--- src/rtl/matrix_op_controller_if.sv ---
// matrix_op_controller_if: operation request, RAM bus, multiplier handshake and
// status signals of the matrix operation controller.
// master = the controller, slave = the surrounding system (RAM, multiplier, host).
interface matrix_op_controller_if;
    logic [7:0]   switch;
    logic         go;
    logic [7:0]   ram_address;
    logic         ram_wren;
    logic [255:0] ram_q;
    logic [199:0] matrix_a;
    logic [199:0] matrix_b;
    logic [3:0]   operation_code;
    logic         mul_start;
    logic         mul_done;
    logic         busy;
    logic         finished;
    logic         error;

    modport master (
        input  switch, go, ram_q, mul_done,
        output ram_address, ram_wren, matrix_a, matrix_b, operation_code,
               mul_start, busy, finished, error
    );

    modport slave (
        output switch, go, ram_q, mul_done,
        input  ram_address, ram_wren, matrix_a, matrix_b, operation_code,
               mul_start, busy, finished, error
    );
endinterface

--- src/rtl/matrix_op_controller.sv ---
// matrix_op_controller: reads operands A and B from RAM, pulses the multiplier
// for the multiply operation (code 2), then holds the result write for WR_HOLD
// cycles and pulses finished.
// Optional feature: define TIMEOUT_EN to abort WAIT_DONE after TIMEOUT+1 cycles
// with error set and no result write.
module matrix_op_controller #(
    parameter logic [7:0] ADDR_A  = 8'd0,
    parameter logic [7:0] ADDR_B  = 8'd1,
    parameter logic [7:0] ADDR_R  = 8'd2,
    parameter int         RD_LAT  = 2,
    parameter int         WR_HOLD = 3,
    parameter int         TIMEOUT = 1023
) (
    input  logic                  clock,
    input  logic                  reset,
    matrix_op_controller_if.master bus
);
    // One shared phase counter serves RD_A, RD_B and WRITE.
    localparam int            MAXC    = (RD_LAT > WR_HOLD) ? RD_LAT : WR_HOLD;
    localparam int            CW      = $clog2(MAXC + 1);
    localparam logic [CW-1:0] RD_LAST = CW'(RD_LAT - 1);
    localparam logic [CW-1:0] WR_LAST = CW'(WR_HOLD - 1);
    localparam logic [3:0]    OP_MUL  = 4'd2;
    localparam logic [3:0]    OP_NONE = 4'hF;

    typedef enum logic [2:0] {
        IDLE, RD_A, RD_B, LAUNCH, WAIT_DONE, WRITE, DONE
    } state_t;

    state_t        state, state_nxt;
    logic [CW-1:0] cnt;
    logic [7:0]    addr_q;
    logic [199:0]  mat_a_q, mat_b_q;
    logic [3:0]    op_q;
    logic          err_q;
    logic          accept;
    logic          timeout;
    logic          unused_q;

    // Bits above the 200-bit operand are not part of the matrix payload.
    assign unused_q = ^bus.ram_q[255:200];

    function automatic logic [3:0] lowest_bit(input logic [7:0] s);
        lowest_bit = OP_NONE;
        for (int i = 7; i >= 0; i--)
            if (s[i]) lowest_bit = 4'(i);
    endfunction

    assign accept = (state == IDLE) && bus.go && (bus.switch != 8'd0);

`ifdef TIMEOUT_EN
    localparam int TW = $clog2(TIMEOUT + 1);
    logic [TW-1:0] tcnt;

    // WAIT_DONE cycle counter, restarted on every state change.
    always_ff @(posedge clock) begin
        if (reset || state_nxt != state) tcnt <= '0;
        else if (state == WAIT_DONE)     tcnt <= tcnt + TW'(1);
    end

    // Fires in the (TIMEOUT+1)-th WAIT_DONE cycle; mul_done in that cycle still wins.
    assign timeout = (state == WAIT_DONE) && !bus.mul_done && (tcnt == TW'(TIMEOUT));
`else
    localparam int unused_timeout = TIMEOUT;
    assign timeout = 1'b0;
`endif

    // Next-state logic.
    always_comb begin
        state_nxt = state;
        unique case (state)
            IDLE:      if (accept) state_nxt = RD_A;
            RD_A:      if (cnt == RD_LAST) state_nxt = RD_B;
            RD_B:      if (cnt == RD_LAST) state_nxt = LAUNCH;
            // mul_done is not looked at here, so a stale done cannot skip the wait.
            LAUNCH:    state_nxt = (op_q == OP_MUL) ? WAIT_DONE : WRITE;
            WAIT_DONE: if (bus.mul_done) state_nxt = WRITE;
                       else if (timeout) state_nxt = IDLE;
            WRITE:     if (cnt == WR_LAST) state_nxt = DONE;
            DONE:      state_nxt = IDLE;
            default:   state_nxt = IDLE;
        endcase
    end

    // State register, phase counter, address and operand/opcode/error capture.
    always_ff @(posedge clock) begin
        if (reset) begin
            state   <= IDLE;
            cnt     <= '0;
            addr_q  <= ADDR_A;
            mat_a_q <= '0;
            mat_b_q <= '0;
            op_q    <= OP_NONE;
            err_q   <= 1'b0;
        end else begin
            state <= state_nxt;
            if (state_nxt != state)                  cnt <= '0;
            else if (state inside {RD_A, RD_B, WRITE}) cnt <= cnt + CW'(1);

            if (state == IDLE && bus.go) begin
                if (accept) begin
                    op_q   <= lowest_bit(bus.switch);
                    addr_q <= ADDR_A;
                    err_q  <= 1'b0;
                end else begin
                    err_q  <= 1'b1;
                end
            end
            if (timeout) err_q <= 1'b1;

            if (state == RD_A && cnt == RD_LAST) begin
                mat_a_q <= bus.ram_q[199:0];
                addr_q  <= ADDR_B;
            end
            if (state == RD_B && cnt == RD_LAST) mat_b_q <= bus.ram_q[199:0];
            if (state_nxt == WRITE && state != WRITE) addr_q <= ADDR_R;
        end
    end

    assign bus.ram_address    = addr_q;
    assign bus.ram_wren       = (state == WRITE);
    assign bus.matrix_a       = mat_a_q;
    assign bus.matrix_b       = mat_b_q;
    assign bus.operation_code = op_q;
    assign bus.mul_start      = (state == LAUNCH) && (op_q == OP_MUL);
    assign bus.busy           = (state != IDLE);
    assign bus.finished       = (state == DONE);
    assign bus.error          = err_q;
endmodule

--- src/flat_wrapper.sv ---
// flat-port wrapper written by rule: the top's interface ports become plain ports
module matrix_op_controller_flat 
#(
    parameter logic [7:0] ADDR_A  = 8'd0,
    parameter logic [7:0] ADDR_B  = 8'd1,
    parameter logic [7:0] ADDR_R  = 8'd2,
    parameter int         RD_LAT  = 2,
    parameter int         WR_HOLD = 3,
    parameter int         TIMEOUT = 1023
)
  (clock, reset, bus_switch, bus_go, bus_ram_q, bus_mul_done, bus_ram_address, bus_ram_wren, bus_matrix_a, bus_matrix_b, bus_operation_code, bus_mul_start, bus_busy, bus_finished, bus_error);
  matrix_op_controller_if bus_i ();
  input  logic clock;
  input  logic reset;
  input wire logic [$bits(bus_i.switch)-1:0] bus_switch;
  input wire logic [$bits(bus_i.go)-1:0] bus_go;
  input wire logic [$bits(bus_i.ram_q)-1:0] bus_ram_q;
  input wire logic [$bits(bus_i.mul_done)-1:0] bus_mul_done;
  output wire logic [$bits(bus_i.ram_address)-1:0] bus_ram_address;
  output wire logic [$bits(bus_i.ram_wren)-1:0] bus_ram_wren;
  output wire logic [$bits(bus_i.matrix_a)-1:0] bus_matrix_a;
  output wire logic [$bits(bus_i.matrix_b)-1:0] bus_matrix_b;
  output wire logic [$bits(bus_i.operation_code)-1:0] bus_operation_code;
  output wire logic [$bits(bus_i.mul_start)-1:0] bus_mul_start;
  output wire logic [$bits(bus_i.busy)-1:0] bus_busy;
  output wire logic [$bits(bus_i.finished)-1:0] bus_finished;
  output wire logic [$bits(bus_i.error)-1:0] bus_error;
  assign bus_i.switch = bus_switch;
  assign bus_i.go = bus_go;
  assign bus_i.ram_q = bus_ram_q;
  assign bus_i.mul_done = bus_mul_done;
  assign bus_ram_address = bus_i.ram_address;
  assign bus_ram_wren = bus_i.ram_wren;
  assign bus_matrix_a = bus_i.matrix_a;
  assign bus_matrix_b = bus_i.matrix_b;
  assign bus_operation_code = bus_i.operation_code;
  assign bus_mul_start = bus_i.mul_start;
  assign bus_busy = bus_i.busy;
  assign bus_finished = bus_i.finished;
  assign bus_error = bus_i.error;
  matrix_op_controller #(.ADDR_A(ADDR_A), .ADDR_B(ADDR_B), .ADDR_R(ADDR_R), .RD_LAT(RD_LAT), .WR_HOLD(WR_HOLD), .TIMEOUT(TIMEOUT)) u_core (.clock(clock), .reset(reset), .bus(bus_i));
endmodule
--- config.mk ---
export PLATFORM = sky130hd
export DESIGN_NAME = matrix_op_controller_flat
export DESIGN_NICKNAME = d
export VERILOG_FILES = /design/src/rtl/matrix_op_controller_if.sv /design/src/rtl/matrix_op_controller.sv /design/src/flat_wrapper.sv
export SDC_FILE = /design/constraint.sdc
export NUM_CORES = 1
export LEC_CHECK = 0
export BUFFER_PORTS_ARGS = -buffer_cell sky130_fd_sc_hd__buf_2
export CAP_MARGIN = 0
export CELL_PAD_IN_SITES_DETAIL_PLACEMENT = 2
export CELL_PAD_IN_SITES_GLOBAL_PLACEMENT = 2
export CORE_ASPECT_RATIO = 0.8
export CORE_MARGIN = 2
export CORE_UTILIZATION = 22
export DETAILED_ROUTE_END_ITERATION = 12
export GPL_TIMING_DRIVEN = 0
export PLACE_DENSITY = 0.81
export RECOVER_POWER = 100
export SLEW_MARGIN = 20
export SYNTH_ARGS = -nofsm -noshare
export SYNTH_HDL_FRONTEND = slang
export SYNTH_SLANG_ARGS = --single-unit
--- constraint.sdc ---
create_clock -name clock -period 1.4 [get_ports clock]
set_input_delay 0.28 -clock clock [delete_from_list [all_inputs] [get_ports clock]]
set_output_delay 0.28 -clock clock [all_outputs]
set_load 0.005 [all_outputs]
## Word level (Yosys, flattened, before mapping)

Cells that the tools add are included.

| word-level totals | value |
|---|---|
| bits of input ports | 268 |
| logic and storage cells | 60 |
| flip-flop bits (word level) | 412 |

| cells by class | value |
|---|---|
| eq/ne operators | 12 |
| reductions and logical operators | 19 |
| muxes and demuxes | 20 |
| add/sub/neg operators | 1 |

Operators by type and width:

| kind | count |
|---|---|
| $mux W4 | 8 |
| $pmux W3 S6 | 1 |
| $mux W3 | 5 |
| $eq A3 B3 Y1 const B | 4 |
| $reduce_bool A3 Y1 | 4 |
| $mux W2 | 4 |
| $reduce_bool A8 Y1 | 1 |
| $eq A3 B2 Y1 const B | 2 |
| $logic_and A1 B1 Y1 | 6 |
| $reduce_and A2 Y1 | 3 |
| $eq A4 B2 Y1 const B | 1 |
| $reduce_bool A2 Y1 | 2 |
| $reduce_or A2 Y1 | 2 |
| $eq A3 B1 Y1 const B | 1 |
| $logic_not A3 Y1 | 1 |
| $ne A3 B3 Y1 | 1 |
| $ne A3 B3 Y1 const B | 1 |
| $add A2 B1 Y2 const B | 1 |
| $eq A2 B1 Y1 const B | 1 |
| $eq A2 B2 Y1 const B | 1 |
| $mux W1 | 2 |

## Longest topological paths before layout

| logic depth | value |
|---|---|
| depth in word-level cells | 9 |
| gate-level depth with buffers | 8 |
| gate-level depth less buffers | 6 |

## Worst setup path before layout

Ideal clock, no wire load.

| timing path | value |
|---|---|
| path type | reg2reg |
| start | register u_core.cnt[1] |
| end | register u_core.mat_b_q[125] (netlist: u_core.bus.matrix_b[125]) |
| clock period less this slack | 1510 ps |
| slack | -110 ps |
| cell stages (with the launch flop) | 9 |
| data arrival time | 1440 ps |
| buffers on the path | 2 |
| cells stage by stage | dfxtp_1 > inv_1 > ha_1 > nor2b_1 > nand3b_1 > buf_2 > buf_1 > nand2_1 > a21oi_1 |

| between the ends | value |
|---|---|
| cells in the longest elaborated chain, start to end | 2 |

RTL lines:

| item | RTL line | text |
|---|---|---|
| from (decl) | matrix_op_controller.sv:31 | `logic [CW-1:0] cnt;` |
| from (signal assigned) | matrix_op_controller.sv:98 | `else if (state inside {RD_A, RD_B, WRITE}) cnt <= cnt + CW'(1);` |
| $eq A2 B1 Y1 | matrix_op_controller.sv:115 | `if (state == RD_B && cnt == RD_LAST) mat_b_q <= bus.ram_q[199:0];` |
| $logic_and A1 B1 Y1 | matrix_op_controller.sv:115 |  |
| to (signal assigned) | matrix_op_controller.sv:115 |  |
| to (decl) | matrix_op_controller.sv:33 | `logic [199:0] mat_a_q, mat_b_q;` |

Every way passes these cells.
A chain may end at the register's enable or synchronous reset.

## Worst setup path after layout

| timing path | value |
|---|---|
| start | register u_core.op_q[1] (netlist: u_core.bus.operation_code[1]) |
| end | output port bus_mul_start |

| between the ends | value |
|---|---|
| cells in the longest elaborated chain, start to end | 2 |

RTL lines:

| item | RTL line | text |
|---|---|---|
| from (decl) | matrix_op_controller.sv:34 | `logic [3:0] op_q;` |
| from (signal assigned) | matrix_op_controller.sv:102 | `op_q <= lowest_bit(bus.switch);` |
| $eq A4 B2 Y1 | matrix_op_controller.sv:125 | `assign bus.mul_start = (state == LAUNCH) && (op_q == OP_MUL);` |
| $logic_and A1 B1 Y1 | matrix_op_controller.sv:125 |  |
| to (decl) | flat_wrapper.sv:24 | `output wire logic [$bits(bus_i.mul_start)-1:0] bus_mul_start;` |

Every way passes these cells.

==> flow_metrics.env <==
export IMPL_fillers=6755
export IMPL_route_met2_wl_mm=56.8
export IMPL_die_h_um=233
export IMPL_antenna_found_initial=16
export IMPL_clkSlewWorstSetupHoldPaths_ns=0.07
export IMPL_fin_nets=3121
export IMPL_power_density_mw_per_mm2=1020
export IMPL_synth_simple_gate_area_share_pct=22.7
export IMPL_rsz0062_at_grt="yes"
export IMPL_hpwl_mm=53.7
export IMPL_top_layer_used="met5"
export IMPL_grt_pass1_vias=20300
export IMPL_synth_ff_type="dfxtp_1"
export IMPL_synth_top_area_cell="dfxtp_1"
export IMPL_stdcell_count=3754
export IMPL_grt_first_pass_wirelength_mm=134
export IMPL_insertion_delay_ns=0.59
export IMPL_wl_met3_mm=6.68
export IMPL_fin_util_pct=44.6
export IMPL_synth_cell_types=40
export IMPL_synth_mux_area_share_pct=0.148
export IMPL_start_kind="flip-flop"
export IMPL_grt_max_degree=15
export IMPL_cts_root_buf="clkbuf_16"
export IMPL_end_kind="primary output"
export IMPL_fin_crit_ns=2.04
export IMPL_critPathArrivalTime_ns=1.76
export IMPL_switchingPower_mw=7.80
export IMPL_synth_compound_area_share_pct=14.9
export IMPL_worstMarginPinSlew_ns=1.01
export IMPL_yosysWarnings=0
export IMPL_routed_wl_mm=110
export IMPL_pwr_share_comb_pct=11.1
export IMPL_grt_usage_pct=26.3
export IMPL_ys_seq_elements=412
export IMPL_wl_per_cell_um=29.2
export IMPL_setup_viol_count_final=534
export IMPL_vias_per_cell=4.92
export IMPL_reg2reg_depth=9
export IMPL_cap_violations=0
export IMPL_hold_path_class="in -> reg"
export IMPL_critPathKind="reg -> out"
export IMPL_hold_depth=4
export IMPL_drive_gt1_share_pct=49.5
export IMPL_required_ns=1.12
export IMPL_setup_slack_ns=-0.639
export IMPL_clock_skew_ns=0.0344
export IMPL_clock_sinks=412
export IMPL_post_route_drc_count=0
export IMPL_synth_area_per_cell_um2=7.86
export IMPL_netSwitchingFraction_pct=26.6
export IMPL_peakVddDrop_v=0.000780
export IMPL_syn_area_mm2=0.0144
export IMPL_synthTopCellsByArea="dfxtp_1 57%, nand2_1 21%, a21oi_1 14%, buf_2 2.2%, clkbuf_1 1.8%"
export IMPL_drt_pass1_iterations=5
export IMPL_synth_top_cell_area_share_pct=57.4
export IMPL_synth_edf_count=0
export IMPL_finalHoldViolations=0
export IMPL_route_layer_met1_wl_mm=38.7
export IMPL_overflow=0
export IMPL_status="complete, but fails checks"
export IMPL_area_growth_pct=99.8
export IMPL_rows=83
export IMPL_ios=685
export IMPL_numCtsBuffers=47
export IMPL_pre_cts_ws_ns=-0.784
export IMPL_syn_inst=1827
export IMPL_core_area_mm2=0.0644
export IMPL_placedCellCount=3303
export IMPL_htreeDepth=2
export IMPL_crit_fanout=3
export IMPL_async_flop_share_pct=0
export IMPL_slew_violations=0
export IMPL_ys_seq_area_share_pct=57.4
export IMPL_initialDrtViolationCount=676
export IMPL_seq_power_share_pct=41.1
export IMPL_pwr_share_clk_pct=47.7
export IMPL_gp_congestion=0.842
export IMPL_violations="setup timing"
export IMPL_synthXorXnorAreaFrac_pct=0.0610
export IMPL_period_share_pct=146
export IMPL_intPower_mw=21.5
export IMPL_initial_core_util_pct=22.3
export IMPL_synth_top_family_by_area="simple AND/OR/NAND/NOR gates"
export IMPL_clock_path_buffers=3
export IMPL_synth_fa_ha_area_share_pct=0.244
export IMPL_die_w_um=290
export IMPL_ant_nets=0
export IMPL_dieArea_mm2=0.0674
export IMPL_cts_tree="done"
export IMPL_io_buffers=621
export IMPL_vias=18500
export IMPL_slew_headroom_pct=32.4
export IMPL_setup_tns_ns=-138.55
export IMPL_max_freq_ghz=0.490
export IMPL_leakagePower_nw=11.8
==> critical path, stage by stage (launching register included) <==
cell and delay, ns:
dfxtp_1 0.40, or4b_4 0.51, nor2_2 0.12, buf_2 0.15
==> final timing paths <==
kind	from	end	slack, ns
worst max-delay path	u_core.bus.operation_code[1]	bus_mul_start	-0.64
worst min-delay path	bus_switch[2]	u_core.bus.operation_code[0]	0.19
worst max register to register	u_core.cnt[0]	u_core.bus.matrix_b[63]	-0.50
worst min register to register	u_core.bus.matrix_b[100]	u_core.bus.matrix_b[100]	0.46
==> registers in the layout, summed over array words and instances, names as in the netlist <==
signal and flops:
u_core.bus.ram_address 2, u_core.bus.error 1, u_core.state 3, u_core.bus.matrix_b 200
u_core.bus.matrix_a 200, u_core.bus.operation_code 4, u_core.cnt 2
==> power groups by stage <==
stage | Clock [mW] | Sequential (mW) | Combinational [mW]
after floorplan | 0 | 12.2 | 0.595
after global placement | 0 | 12.2 | 1.49
after detailed placement | 0 | 12.3 | 1.57
after CTS | 13.7 | 12.0 | 2.68
after global routing | 14.6 | 12.1 | 3.39
final | 14.0 | 12.0 | 3.26
==> routing by layer <==
layer  up-vias  track usage [%]
met1      9245             27.3
met2       842             48.9
met4         4             13.4
li1       7975                -
met5         -                0
met3       407             6.54
==> cells in the final DEF (no fill, tap or decap), types with 3 or more instances in the layout <==
cell type        n
nand2_2        100
buf_16          19
dfxtp_2          3
dlygate4sd3_1  201
dfxtp_1        406
clkbuf_1        89
buf_8           37
nand2_1        528
buf_2          576
buf_4           38
o21ai_0          3
clkbuf_16       94
nand2_4        173
a21oi_1        189
clkbuf_8        14
inv_1            3
buf_6           38
buf_12          70
dfxtp_4          3
conb_1           6
a21oi_4         15
inv_6            3
bufinv_16        5
nor3_1           3
clkbuf_2         5
clkinv_2         5
nor2_1           9
clkinvlp_4       3
diode_2         15
a21oi_2        204
==> synthesized netlist by cell type, types with 2 or more instances <==
library cell and instances:
nand2_1 803, dfxtp_1 412, a21oi_1 408, clkbuf_1 69, buf_2 64, nor2_1 11
buf_4 6, buf_1 4, inv_1 4, nand2b_1 4, nor3_1 3, o21ai_0 3
and2_1 2, and3b_1 2, ha_1 2, nand3b_1 2, nor2b_1 2, nor3b_1 2
or3_1 2, or4_4 2
==> kinds of logic after synthesis <==
| family | Yosys count |
|---|---|
| fa+ha+maj | 3 |
| compound gates | 421 |
| simple gates | 840 |
| flops | 412 |
| buf+inv | 147 |
| mux | 2 |
| other cells | 1 |
| xor+xnor | 1 |
==> layout make-up <==
cell class,count,area [um^2],share of cell area [%]
multi-input cells,1273,8090,28.2
diodes,15,37.5,0.131
well taps,850,1060,3.70
plain buffers,140,1760,6.13
repair buffers,973,7800,27.2
inverters,4,15.0,0.0523
clock buffers,70,1450,5.03
clock inverters,17,233,0.811
flip-flops and latches,412,8260,28.8
==> metrics by stage <==
step                      total power, mW  instance area [um^2]  hold slack [ns]
final                                29.3                 28700            0.186
after global routing                 30.1                 28700            0.184
after CTS                            28.4                 25000          0.00642
after detailed placement             13.8                 18700            0.447
after global placement               13.7                 18700            0.439
after floorplan                      12.8                 14500            0.416
==> timing repair <==
action | 4_1_cts | 5_1_grt
endpoints found under the setup margin | 432 | 552
hold buffers | 201 | 0
cloned | 28 | 43
setup buffers | 37 | 55
hold endpoints to repair | 398 | 0
pin swaps | 152 | 211
resized for setup | 431 | 683
Note: power is estimated with default switching activity, not from simulation.
